<file path="src/rtl/core_pkg.sv">
// Shared types and constants for the data-memory arbiter and its ID FIFO.
package core_pkg;
  typedef logic arb_id_t;
  localparam int ARB_NUM_MASTERS     = 2;
  localparam int ARB_MAX_OUTSTANDING = 4;
endpackage

</file>
<file path="src/rtl/dmem_arb_id_fifo.sv">
// In-order ID FIFO: circular buffer with wrapping pointers and a separate count.
module dmem_arb_id_fifo
  import core_pkg::*;
#(
  parameter  int DEPTH = 2,
  localparam int PTR_W = (DEPTH > 1) ? $clog2(DEPTH) : 1,
  localparam int CNT_W = $clog2(DEPTH + 1)
) (
  input  logic             clk_i,
  input  logic             rst_i,
  input  logic             push_i,
  input  arb_id_t          push_id_i,
  input  logic             pop_i,
  output arb_id_t          head_o,
  output logic             full_o,
  output logic             empty_o,
  output logic [CNT_W-1:0] count_o
);

  arb_id_t [DEPTH-1:0] buf_q, buf_d;
  logic [PTR_W-1:0]    wr_q, wr_d, rd_q, rd_d;
  logic [CNT_W-1:0]    cnt_q, cnt_d;

  // Pointers wrap at DEPTH, which need not be a power of two.
  function automatic logic [PTR_W-1:0] ptr_next(input logic [PTR_W-1:0] p);
    return (p == PTR_W'(DEPTH - 1)) ? '0 : p + PTR_W'(1);
  endfunction

  always_comb begin
    buf_d = buf_q;
    wr_d  = wr_q;
    rd_d  = rd_q;
    cnt_d = cnt_q;
    if (push_i) begin
      buf_d[wr_q] = push_id_i;
      wr_d        = ptr_next(wr_q);
    end
    if (pop_i) begin
      rd_d = ptr_next(rd_q);
    end
    case ({push_i, pop_i})
      2'b10:   cnt_d = cnt_q + CNT_W'(1);
      2'b01:   cnt_d = cnt_q - CNT_W'(1);
      default: cnt_d = cnt_q;
    endcase
  end

  always_ff @(posedge clk_i) begin
    if (rst_i) begin
      buf_q <= '0;
      wr_q  <= '0;
      rd_q  <= '0;
      cnt_q <= '0;
    end else begin
      buf_q <= buf_d;
      wr_q  <= wr_d;
      rd_q  <= rd_d;
      cnt_q <= cnt_d;
    end
  end

  assign head_o  = buf_q[rd_q];
  assign full_o  = (cnt_q == CNT_W'(DEPTH));
  assign empty_o = (cnt_q == '0);
  assign count_o = cnt_q;

endmodule

</file>
<file path="src/rtl/dmem_arbiter.sv">
// Two-master data-memory arbiter with in-order response routing.
// Define DMEM_ARB_ROUND_ROBIN_EN for round-robin ties; otherwise m0 always wins.
module dmem_arbiter
  import core_pkg::*;
#(
  parameter int OUTSTANDING = 2
) (
  input  logic                               clk_i,
  input  logic                               rst_i,
  input  logic                               m0_req_i,
  output logic                               m0_gnt_o,
  input  logic [31:0]                        m0_addr_i,
  input  logic                               m0_wen_i,
  input  logic [3:0]                         m0_ben_i,
  input  logic [31:0]                        m0_wdata_i,
  output logic                               m0_rvalid_o,
  output logic [31:0]                        m0_rdata_o,
  input  logic                               m1_req_i,
  output logic                               m1_gnt_o,
  input  logic [31:0]                        m1_addr_i,
  input  logic                               m1_wen_i,
  input  logic [3:0]                         m1_ben_i,
  input  logic [31:0]                        m1_wdata_i,
  output logic                               m1_rvalid_o,
  output logic [31:0]                        m1_rdata_o,
  output logic                               mem_req_o,
  input  logic                               mem_gnt_i,
  output logic [31:0]                        mem_addr_o,
  output logic                               mem_wen_o,
  output logic [3:0]                         mem_ben_o,
  output logic [31:0]                        mem_wdata_o,
  input  logic                               mem_rvalid_i,
  input  logic [31:0]                        mem_rdata_i,
  output logic [$clog2(OUTSTANDING+1)-1:0]   outstanding_o,
  output logic                               err_o
);

  logic    sel_valid;
  arb_id_t sel_id;
  arb_id_t tie_winner;
  logic    grant;
  logic    pop;
  arb_id_t head_id;
  logic    fifo_full;
  logic    fifo_empty;
  logic    err_q, err_d;

`ifdef DMEM_ARB_ROUND_ROBIN_EN
  arb_id_t prio_q, prio_d;

  always_comb begin
    prio_d = prio_q;
    if (grant) prio_d = ~sel_id;
  end

  always_ff @(posedge clk_i) begin
    if (rst_i) prio_q <= 1'b0;
    else       prio_q <= prio_d;
  end

  assign tie_winner = prio_q;
`else
  assign tie_winner = 1'b0;
`endif

  always_comb begin
    sel_valid = m0_req_i | m1_req_i;
    if (m0_req_i && m1_req_i) sel_id = tie_winner;
    else                      sel_id = arb_id_t'(m1_req_i);

    mem_addr_o  = '0;
    mem_wen_o   = 1'b0;
    mem_ben_o   = '0;
    mem_wdata_o = '0;
    if (sel_valid) begin
      if (sel_id == 1'b1) begin
        mem_addr_o  = m1_addr_i;
        mem_wen_o   = m1_wen_i;
        mem_ben_o   = m1_ben_i;
        mem_wdata_o = m1_wdata_i;
      end else begin
        mem_addr_o  = m0_addr_i;
        mem_wen_o   = m0_wen_i;
        mem_ben_o   = m0_ben_i;
        mem_wdata_o = m0_wdata_i;
      end
    end
  end

  // Full comes from the registered count, so a same-cycle pop does not reopen the port.
  assign mem_req_o = sel_valid & ~fifo_full & ~rst_i;
  assign grant     = mem_req_o & mem_gnt_i;
  assign m0_gnt_o  = grant & (sel_id == 1'b0);
  assign m1_gnt_o  = grant & (sel_id == 1'b1);

  assign pop         = mem_rvalid_i & ~fifo_empty & ~rst_i;
  assign m0_rvalid_o = pop & (head_id == 1'b0);
  assign m1_rvalid_o = pop & (head_id == 1'b1);
  assign m0_rdata_o  = mem_rdata_i;
  assign m1_rdata_o  = mem_rdata_i;

  assign err_d = err_q | (mem_rvalid_i & fifo_empty);

  always_ff @(posedge clk_i) begin
    if (rst_i) err_q <= 1'b0;
    else       err_q <= err_d;
  end

  assign err_o = err_q;

  dmem_arb_id_fifo #(
    .DEPTH (OUTSTANDING)
  ) u_id_fifo (
    .clk_i     (clk_i),
    .rst_i     (rst_i),
    .push_i    (grant),
    .push_id_i (sel_id),
    .pop_i     (pop),
    .head_o    (head_id),
    .full_o    (fifo_full),
    .empty_o   (fifo_empty),
    .count_o   (outstanding_o)
  );

endmodule

</file>
<file path="config.mk">
export PLATFORM = sky130hd
export DESIGN_NAME = dmem_arbiter
export DESIGN_NICKNAME = d
export VERILOG_FILES = /design/src/rtl/core_pkg.sv /design/src/rtl/dmem_arb_id_fifo.sv /design/src/rtl/dmem_arbiter.sv
export SDC_FILE = /design/constraint.sdc
export NUM_CORES = 1
export LEC_CHECK = 0
export CAP_MARGIN = 20
export CORE_AREA = 2 2 123 125
export CTS_BUF_LIST = sky130_fd_sc_hd__clkbuf_4 sky130_fd_sc_hd__clkbuf_8
export DETAILED_ROUTE_END_ITERATION = 7
export DIE_AREA = 0 0 125 127
export GPL_TIMING_DRIVEN = 0
export PLACE_DENSITY_LB_ADDON = 0.12
export SLEW_MARGIN = 20
export SYNTH_ARGS = -nofsm -noshare
export SYNTH_HDL_FRONTEND = slang
export SYNTH_HIERARCHICAL = 1
export SYNTH_SLANG_ARGS = --single-unit
</file>
<file path="constraint.sdc">
create_clock -name clk_i -period 2.9 [get_ports clk_i]
set_clock_uncertainty 0.05 [all_clocks]
set_input_delay 0.29 -clock clk_i [delete_from_list [all_inputs] [get_ports clk_i]]
set_output_delay 0.29 -clock clk_i [all_outputs]
set_load 0.05 [all_outputs]
</file>
== Word level (Yosys, flattened, before mapping) ==
Cells that the tools add are included.
Storage, ports and cells
  flip-flop bits (word level): 7
  bits of input ports: 176
  output and inout port bits: 141
  word-level logic and storage cells: 53
Cells by class
  mux-type cells: 17
  magnitude comparators: 3
  bitwise logic cells: 17
  reduce and logical (&&, ||, !) cells: 4
  equal/unequal tests: 3
  $add $sub $neg: 4
Operator list (number)
  $mux W32: 4
  $and A1 B1 Y1: 10
  $mux W1: 8
  $mux W4: 2
  $not A1 Y1: 5
  $eq A2 B2 Y1 const B: 2
  $lt A1 B2 Y1 const B: 2
  $pmux W2 S2: 1
  $add A1 B1 Y1 const B: 2
  $add A2 B1 Y2 const B: 1
  $bwmux W2: 1
  $eq A2 B1 Y1 const B: 1
  $logic_and A1 B1 Y1: 2
  $logic_not A2 Y1: 1
  $or A1 B1 Y1: 2
  $reduce_bool A2 Y1: 1
  $sub A2 B1 Y2 const B: 1
  $demux W1 S1: 1
  $ge A1 B1 Y1 const B: 1

== Depth between registers and ports, before layout ==
Gate-level depths: netlist of run 1.
  word-level depth: 7
  depth in mapped cells: 8
  depth with buffers taken out: 8

== Hierarchy ==
Netlist of run 1, hierarchy kept.
Modules (own cells, without submodules)
  dmem_arbiter: seq. area each 20.0 um2, cells each 162, area each 1306.3 um2, times used 1
  dmem_arb_id_fifo: seq. area each 120.1 um2, cells each 28, area each 257.7 um2, times used 1

== Worst setup path before layout of run 1 ==
Ideal clock, no wire load.
  path type: register to output
  from: register u_id_fifo.cnt_q[0] (netlist: u_id_fifo/count_o[0])
  to: output mem_req_o
  required time: 2560 ps
  data arrival time: 2055 ps
  path slack: 505 ps
  buffers on the path: 0
  cell stages (with the launch flop): 3
  path through: dfxtp_1 > and2b_2 > nor3_1
Between the ends
  longest elaborated chain between the ends: 4
RTL lines
  from (decl): RTL line dmem_arb_id_fifo.sv:22  | logic [CNT_W-1:0] cnt_q, cnt_d;
  from (signal assigned): RTL line dmem_arb_id_fifo.sv:58  | cnt_q <= cnt_d;
  $eq A2 B2 Y1: RTL line dmem_arb_id_fifo.sv:63  | assign full_o = (cnt_q == CNT_W'(DEPTH));
  named net fifo_full: RTL line dmem_arbiter.sv:44  | logic fifo_full;
  $not A1 Y1: RTL line dmem_arbiter.sv:91  | assign mem_req_o = sel_valid & ~fifo_full & ~rst_i;
  $and A1 B1 Y1 (2 in a row): RTL line dmem_arbiter.sv:91
  to (decl): RTL line dmem_arbiter.sv:26  | output logic mem_req_o,
The timed path passes the listed nets, and every way through them passes these cells.

== Worst setup path in the final report of run 1 ==
  from: input rst_i
  to: output m0_rvalid_o
Between the ends
  longest elaborated chain between the ends: 3
RTL lines
  from (decl): RTL line dmem_arbiter.sv:9  | input logic rst_i,
  $not A1 Y1: RTL line dmem_arbiter.sv:96  | assign pop = mem_rvalid_i & ~fifo_empty & ~rst_i;
  $and A1 B1 Y1: RTL line dmem_arbiter.sv:96
  named net pop: RTL line dmem_arbiter.sv:42  | logic pop;
  $and A1 B1 Y1: RTL line dmem_arbiter.sv:97  | assign m0_rvalid_o = pop & (head_id == 1'b0);
  to (decl): RTL line dmem_arbiter.sv:16  | output logic m0_rvalid_o,
The timed path passes the listed nets, and every way through them passes these cells.

==> qor.yml, run 1 <==
status: "finished, final reports clean"
clk_latency_ps: 220
place_worst_setup_slack_ps: 110
postCtsResizedCells: 0
antenna_found_initial: 0
tns_ps: 0
required_ps: 2560
initial_utilization_pct: 10.8
slew_headroom_pct: 62.9
numClockSinks: 7
grt-ovfl-total: 0
dp_hpwl_um: 8810
dr_total_vias: 2546
r2r_slack_ps: 680
antenna_cells: 0
synth_nets: 367
leakage_nw: 1.88
gr-usage-met1_pct: 11.1
cts_tree: "done"
cts_buffers: 3
crit_family: "buffers and inverters"
synth_edf_count: 0
layout.nets: 655
p_seq_share_pct: 8.1
area_delta_synth_final_pct: 199
synth.distinct_cells: 26
avgSynthCellArea_um2: 8.23
final_cell_mix: "clkdlybuf4s50_1 (283), a22o_1 (69), buf_4 (65)"
clkTransAtPathRegs_ps: 40
io_buffers: 283
dr.first_iter.drc_count: 27
drv_slew: 0
grt_start_max_net_pins: 12
p_sw_mw: 0.665
ctsHoldBuffers: 0
die_w_um: 125
die-area_mm2: 0.0159
crit_path_end_kind: "output pin"
global_route.usage.met2_pct: 23.7
path_cells: "clkdlybuf4s50_1 -> nor3b_1 -> nor2b_1 -> clkdlybuf4s50_1"
worstSetupPathType: "in -> out"
final_common_cell: "clkdlybuf4s50_1"
use_met3_pct: 2.85
swShare_pct: 48.3
critical_path.startpoint_type: "primary input"
ys_warn_count: 6
power.density_mw_per_mm2: 295
root_buffer: "clkbuf_8"
netlist_area_mm2: 0.00156
cts_max_path_buffers: 2
stdcell_count: 661
ys_async_sr_fraction_pct: 0
crit_slowest_cell: "clkdlybuf4s50_1"
whs_ps: 400
row_count: 44
internal-power_mw: 0.713
routed_wl_um: 9980
ant_nets: 0
busiest_layer: "met2"
tightest_slew_ps: 555
drive_above_1_share_pct: 17.0
r2r-end: "u_id_fifo/count_o[1]"
drc: 0
clock_power_share_pct: 10.5
rr_startpoint: "u_id_fifo/count_o[0]"
report.final.hold_viol_count: 0
vias_per_cell: 3.85
hold_class: "reg -> reg"
setup_violations: 0
crit_cells: 4
grt_pass1_vias: 2667
track_usage_pct: 11.2
wl_per_cell_um: 15.1
syn_inst: 190
dp_cells: 657
dr.pass1.iters: 4
path_buf_inv: 2
core_mm2: 0.0144
combPwrFrac_pct: 81.4
crit_fanout: 10
crit_path_frequent_cell: "clkdlybuf4s50_1"
cp-endpoint: "m0_rvalid_o"
grt_setup_unrepaired: "no"
ir_worst_vdd_mv: 0.110
gp_congestion: 0.738
die_h_um: 127
drv_cap: 0
fin_crit_sh_pct: 95.0
max_stage_delay_ps: 810
crit_arrival_ps: 2410
h-tree-depth: 1
grt_pass1_wl_um: 14400
pin_count: 317
final.min_clock_period_ps: 2750
ys.flop_type: "dfxtp_1"
crit_path_start: "rst_i"
post_cts_buffers: 0
ys_ff_latch: 7
ff2ff_path_depth: 7
fmax_mhz: 363
yosysSeqAreaShare_pct: 8.96
setup_ws_ps: 145
[through the flow]
| stage | utilization (%) | total power, mW | cell area (um^2) |
|---|---|---|---|
| floorplan | - | 0.773 | 1560 |
| detailed placement | 32.1 | 1.24 | 4630 |
| finish | 32.4 | 1.38 | 4680 |
| CTS | 32.4 | 1.39 | 4680 |
| global route | 32.4 | 1.43 | 4680 |
| global placement | 32.1 | 1.24 | 4630 |
[Yosys cell counts (2+ instances only)]
library cell / n / share of area (%)
buf_4: 65 / 31
nand2_1: 2 / 0.48
dfxtp_1: 7 / 9.0
and3_1: 2 / 0.80
nor2_1: 7 / 1.7
o21ai_0: 2 / 0.64
clkbuf_1: 6 / 1.4
buf_6: 8 / 5.8
a22o_1: 69 / 39
xnor2_1: 3 / 1.7
a21oi_1: 4 / 1.3
[power groups by stage]
stage          Sequential (mW)  Combinational, mW  Clock (mW)
6_report                 0.112               1.12       0.144
3_5_place_dp             0.114               1.13           0
2_1_floorplan            0.128              0.646           0
4_1_cts                  0.112               1.13       0.149
3_3_place_gp             0.113               1.13           0
5_1_grt                  0.113               1.17       0.154
[logic make-up (layout without fill, tap and decap cells)]
family | after synthesis | in the layout | share of synthesized area [%]
AO/OA/AOI/OAI | 75 | 75 | 40.6
XOR/XNOR | 4 | 4 | 2.24
adder cells (fa/ha/maj) | 1 | 1 | 0.800
buffers and inverters | 81 | 368 | 39.0
flip-flops | 7 | 7 | 8.96
multiplexers | 1 | 1 | 0.720
AND/OR/NAND/NOR | 21 | 21 | 7.76
[worst min-delay path by stage]
stage / slack (ps) / startpoint / depth (start not counted) / to
3_5_place_dp: 400 / u_id_fifo/buf_q[1] / 2 / u_id_fifo/buf_q[1]
6_report: 400 / u_id_fifo/buf_q[1] / 2 / u_id_fifo/buf_q[1]
4_1_cts: 400 / u_id_fifo/buf_q[1] / 2 / u_id_fifo/buf_q[1]
2_1_floorplan: 310 / rst_i / 1 / u_id_fifo/buf_q[0]
5_1_grt: 430 / u_id_fifo/buf_q[1] / 2 / u_id_fifo/buf_q[1]
3_3_place_gp: 400 / err_o / 2 / err_o
[worst min-delay path: stages (launching register included)]
cell     delay [ps]
dfxtp_1         300
nand2_1          50
a21oi_1          50
[registers in the layout (all words and copies together) (netlist names)]
signal	flops
u_id_fifo/buf_q	2
u_id_fifo/count_o	2
err_o	1
u_id_fifo/rd_q	1
u_id_fifo/wr_q	1
[final cells by class]
cell class,instances,area [um^2]
Buffer,80,606
Fill cell,1527,9750
Timing Repair Buffer,283,2830
Inverter,1,3.75
Tap cell,184,230
Clock buffer,4,48.8
Multi-Input combinational cell,102,815
Sequential cell,7,140
[layer usage]
metal | share of wire, % | wire, um
met5 | 0 | 0
met4 | 0.17 | 17
met3 | 9.4 | 934
met2 | 57 | 5680
met1 | 34 | 3350
Note: power is estimated with default switching activity, not from simulation.
==> run 2: changes to the inputs <==
Settings changed: CORE_AREA 2 2 123 125 to 2 2 124 126, DIE_AREA 0 0 125 127 to 0 0 126 128, SYNTH_HIERARCHICAL 1 to not set.
==> qor.yml, run 2 <==
status: "finished, final reports clean"
wl_met1_um: 4200  # +25%
dr.first_iter.drc_count: 74  # +170%
numClockSinks: 7  # unchanged
met2_length_um: 5720  # +0.79%
ant_nets: 0  # unchanged
h-tree-depth: 1  # unchanged
synth_nets: 465  # +27%
ir_worst_vdd_mv: 0.245  # +120%
syn_inst: 288  # +52%
antenna_cells: 0  # unchanged
crit_path_end_kind: "output pin"
required_ps: 2560  # about the same
clk_latency_ps: 220  # about the same
synth_top_area_share_pct: 28.2  # -10 points
io_buffers: 283  # unchanged
row_count: 45  # +2.3%
setup_violations: 0  # unchanged
fin_crit_sh_pct: 96.0  # +1.0 points
grt_pass1_vias: 2838  # +6.4%
filler_cell_count: 1619  # +6.0%
drc: 0  # unchanged
leakage_nw: 2.29  # +22%
crit_arrival_ps: 2440  # +30 ps
initial_utilization_pct: 11.6  # +0.81 points
yosysMostFrequentCell: "nand2_1"
final_cell_mix: "clkdlybuf4s50_1 (258), nand2_1 (90), buf_4 (65)"
whs_ps: 422  # +21.2 ps
synth.distinct_cells: 26  # unchanged
cts_buffers: 3  # unchanged
avgSynthCellArea_um2: 6.01  # -27%
synth_edf_count: 0  # unchanged
report.final.hold_viol_count: 0  # unchanged
yosysSeqAreaShare_pct: 8.09  # -0.87 points
die_h_um: 128  # +0.79%
cts_tree: "done"
post_cts_buffers: 0  # unchanged
tns_ps: 0  # unchanged
setup_ws_ps: 115  # -29.5 ps
layout.nets: 753  # +15%
cts_max_path_buffers: 2  # unchanged
grt_setup_unrepaired: "no"
crit_fanout: 10  # unchanged
vias_per_cell: 3.82  # -0.85%
ys_ff_latch: 7  # unchanged
track_usage_pct: 11.9  # +0.72 points
grt_pass1_wl_um: 15400  # +6.7%
crit_slowest_cell: "clkdlybuf4s50_1"
ctsHoldBuffers: 0  # unchanged
pin_count: 317  # unchanged
drive_above_1_share_pct: 14.6  # -2.4 points
die_w_um: 126  # +0.80%
final_util_pct: 33.0  # +0.62 points
dr_total_vias: 2914  # +14%
power_mw: 1.39  # +0.63%
grt-ovfl-total: 0  # unchanged
final_common_cell: "clkdlybuf4s50_1"
final.min_clock_period_ps: 2780  # +29.5 ps
ys.flop_type: "dfxtp_1"
worstSetupPathType: "in -> out"
critical_path.startpoint_type: "primary input"
ys_warn_count: 0  # -6
antenna_found_initial: 0  # unchanged
synthTopCellsByArea: "buf_4 (28%), nand2_1 (20%), o21ai_0 (14%)"
ys_async_sr_fraction_pct: 0  # unchanged
routed_wl_um: 11000  # +9.9%
wl_per_cell_um: 14.4  # -4.8%
drv_cap: 0  # unchanged
power.density_mw_per_mm2: 282  # -4.2%
clkTransAtPathRegs_ps: 40  # about the same
hold_class: "reg -> reg"
detailroute.wirelength.met3_um: 976  # +4.5%
dp_hpwl_um: 9390  # +6.6%
gp_congestion: 0.798  # +8.2%
area_delta_synth_final_pct: 184
postCtsResizedCells: 0  # unchanged
netlist_area_mm2: 0.00173  # +11%
place_worst_setup_slack_ps: 51.4  # -58.6 ps
grt_start_max_net_pins: 11  # -1
yosysTopAreaCell: "buf_4"
path_cells: "clkdlybuf4s50_1 -> buf_2 -> buf_2 -> nand2_1 -> o21ai_0 -> clkdlybuf4s50_1"
fmax_mhz: 359  # -1.1%
drv_slew: 0  # unchanged
routed.top_layer: "met4"
die-area_mm2: 0.0161  # +1.6%
core_mm2: 0.0149  # +3.1%
max_stage_delay_ps: 840  # +30 ps
root_buffer: "clkbuf_8"
tightest_slew_ps: 637  # +82.1 ps
dr.pass1.iters: 4  # unchanged
slew_headroom_pct: 57.4  # -5.5 points
synth_commonest_cells: "nand2_1 (90), buf_4 (65), o21ai_0 (47), a22o_1 (24), buf_2 (14)"
## run 2: cell count changes after synthesis, sizes merged, moves of 3 or more
| cell | delta |
|---|---|
| nand2 | +88 |
| nand2b | +3 |
| a22o | -45 |
| buf | +5 |
| o21ai | +45 |
## run 2: metrics by stage
stage | area (um^2) | instances
after global placement | 4800 | 759
after global routing | 4910 | 763
final | 4910 | 763
after floorplan | 1730 | 288
after detailed placement | 4800 | 759
after CTS | 4850 | 763
## run 2: worst paths after layout
check	startpoint	slack [ps]	depth (start not counted)	end
hold / removal	u_id_fifo.buf_q[0]	420	2	u_id_fifo.buf_q[0]
hold reg to reg	u_id_fifo.buf_q[0]	420	2	u_id_fifo.buf_q[0]
setup / recovery	m1_req_i	120	6	mem_wdata_o[7]
setup reg to reg	u_id_fifo.count_o[0]	1050	5	u_id_fifo.count_o[1]
## run 2: worst max-delay path, delay by kind of cell
family	cells	cell delay, ps
AO/OA/AOI/OAI	1	160
buffers and inverters	4	1910
AND/OR/NAND/NOR	1	70
## run 2: cell type report
type | count | area, um^2 | area share, %
buffer | 86 | 584 | 11.9
clock buffer | 4 | 48.8 | 0.994
timing repair buffer | 283 | 2900 | 59.0
inverter | 1 | 3.75 | 0.0764
sequential | 7 | 140 | 2.85
multi-input combinational | 194 | 1000 | 20.4
tap | 188 | 235 | 4.79
## run 2: cells by family (layout without fill, tap and decap cells)
family	Yosys count	in the layout	share of synthesized area, %
xor gates and xnor gates	3	3	1.52
muxes	1	1	0.578
AOI/OAI and AO/OA	78	78	28.7
and+or+nand+nor	111	111	26.4
adders and majority gates	1	1	0.722
buffers and inverters	87	374	34.0
DFF	7	7	8.09
## run 2: power by group
part | internal, mW | total [mW] | switching, mW
sequential | 0.106 | 0.117 | 0.0112
combinational | 0.484 | 1.12 | 0.638
clock | 0.105 | 0.148 | 0.0432
## run 2: metal layers
metal | vias to the layer above | GRT usage, %
met3 | 4 | 3.13
met1 | 1273 | 13.7
met2 | 168 | 22.7
met4 | 0 | 1.16
met5 | - | 0
li1 | 1469 | -
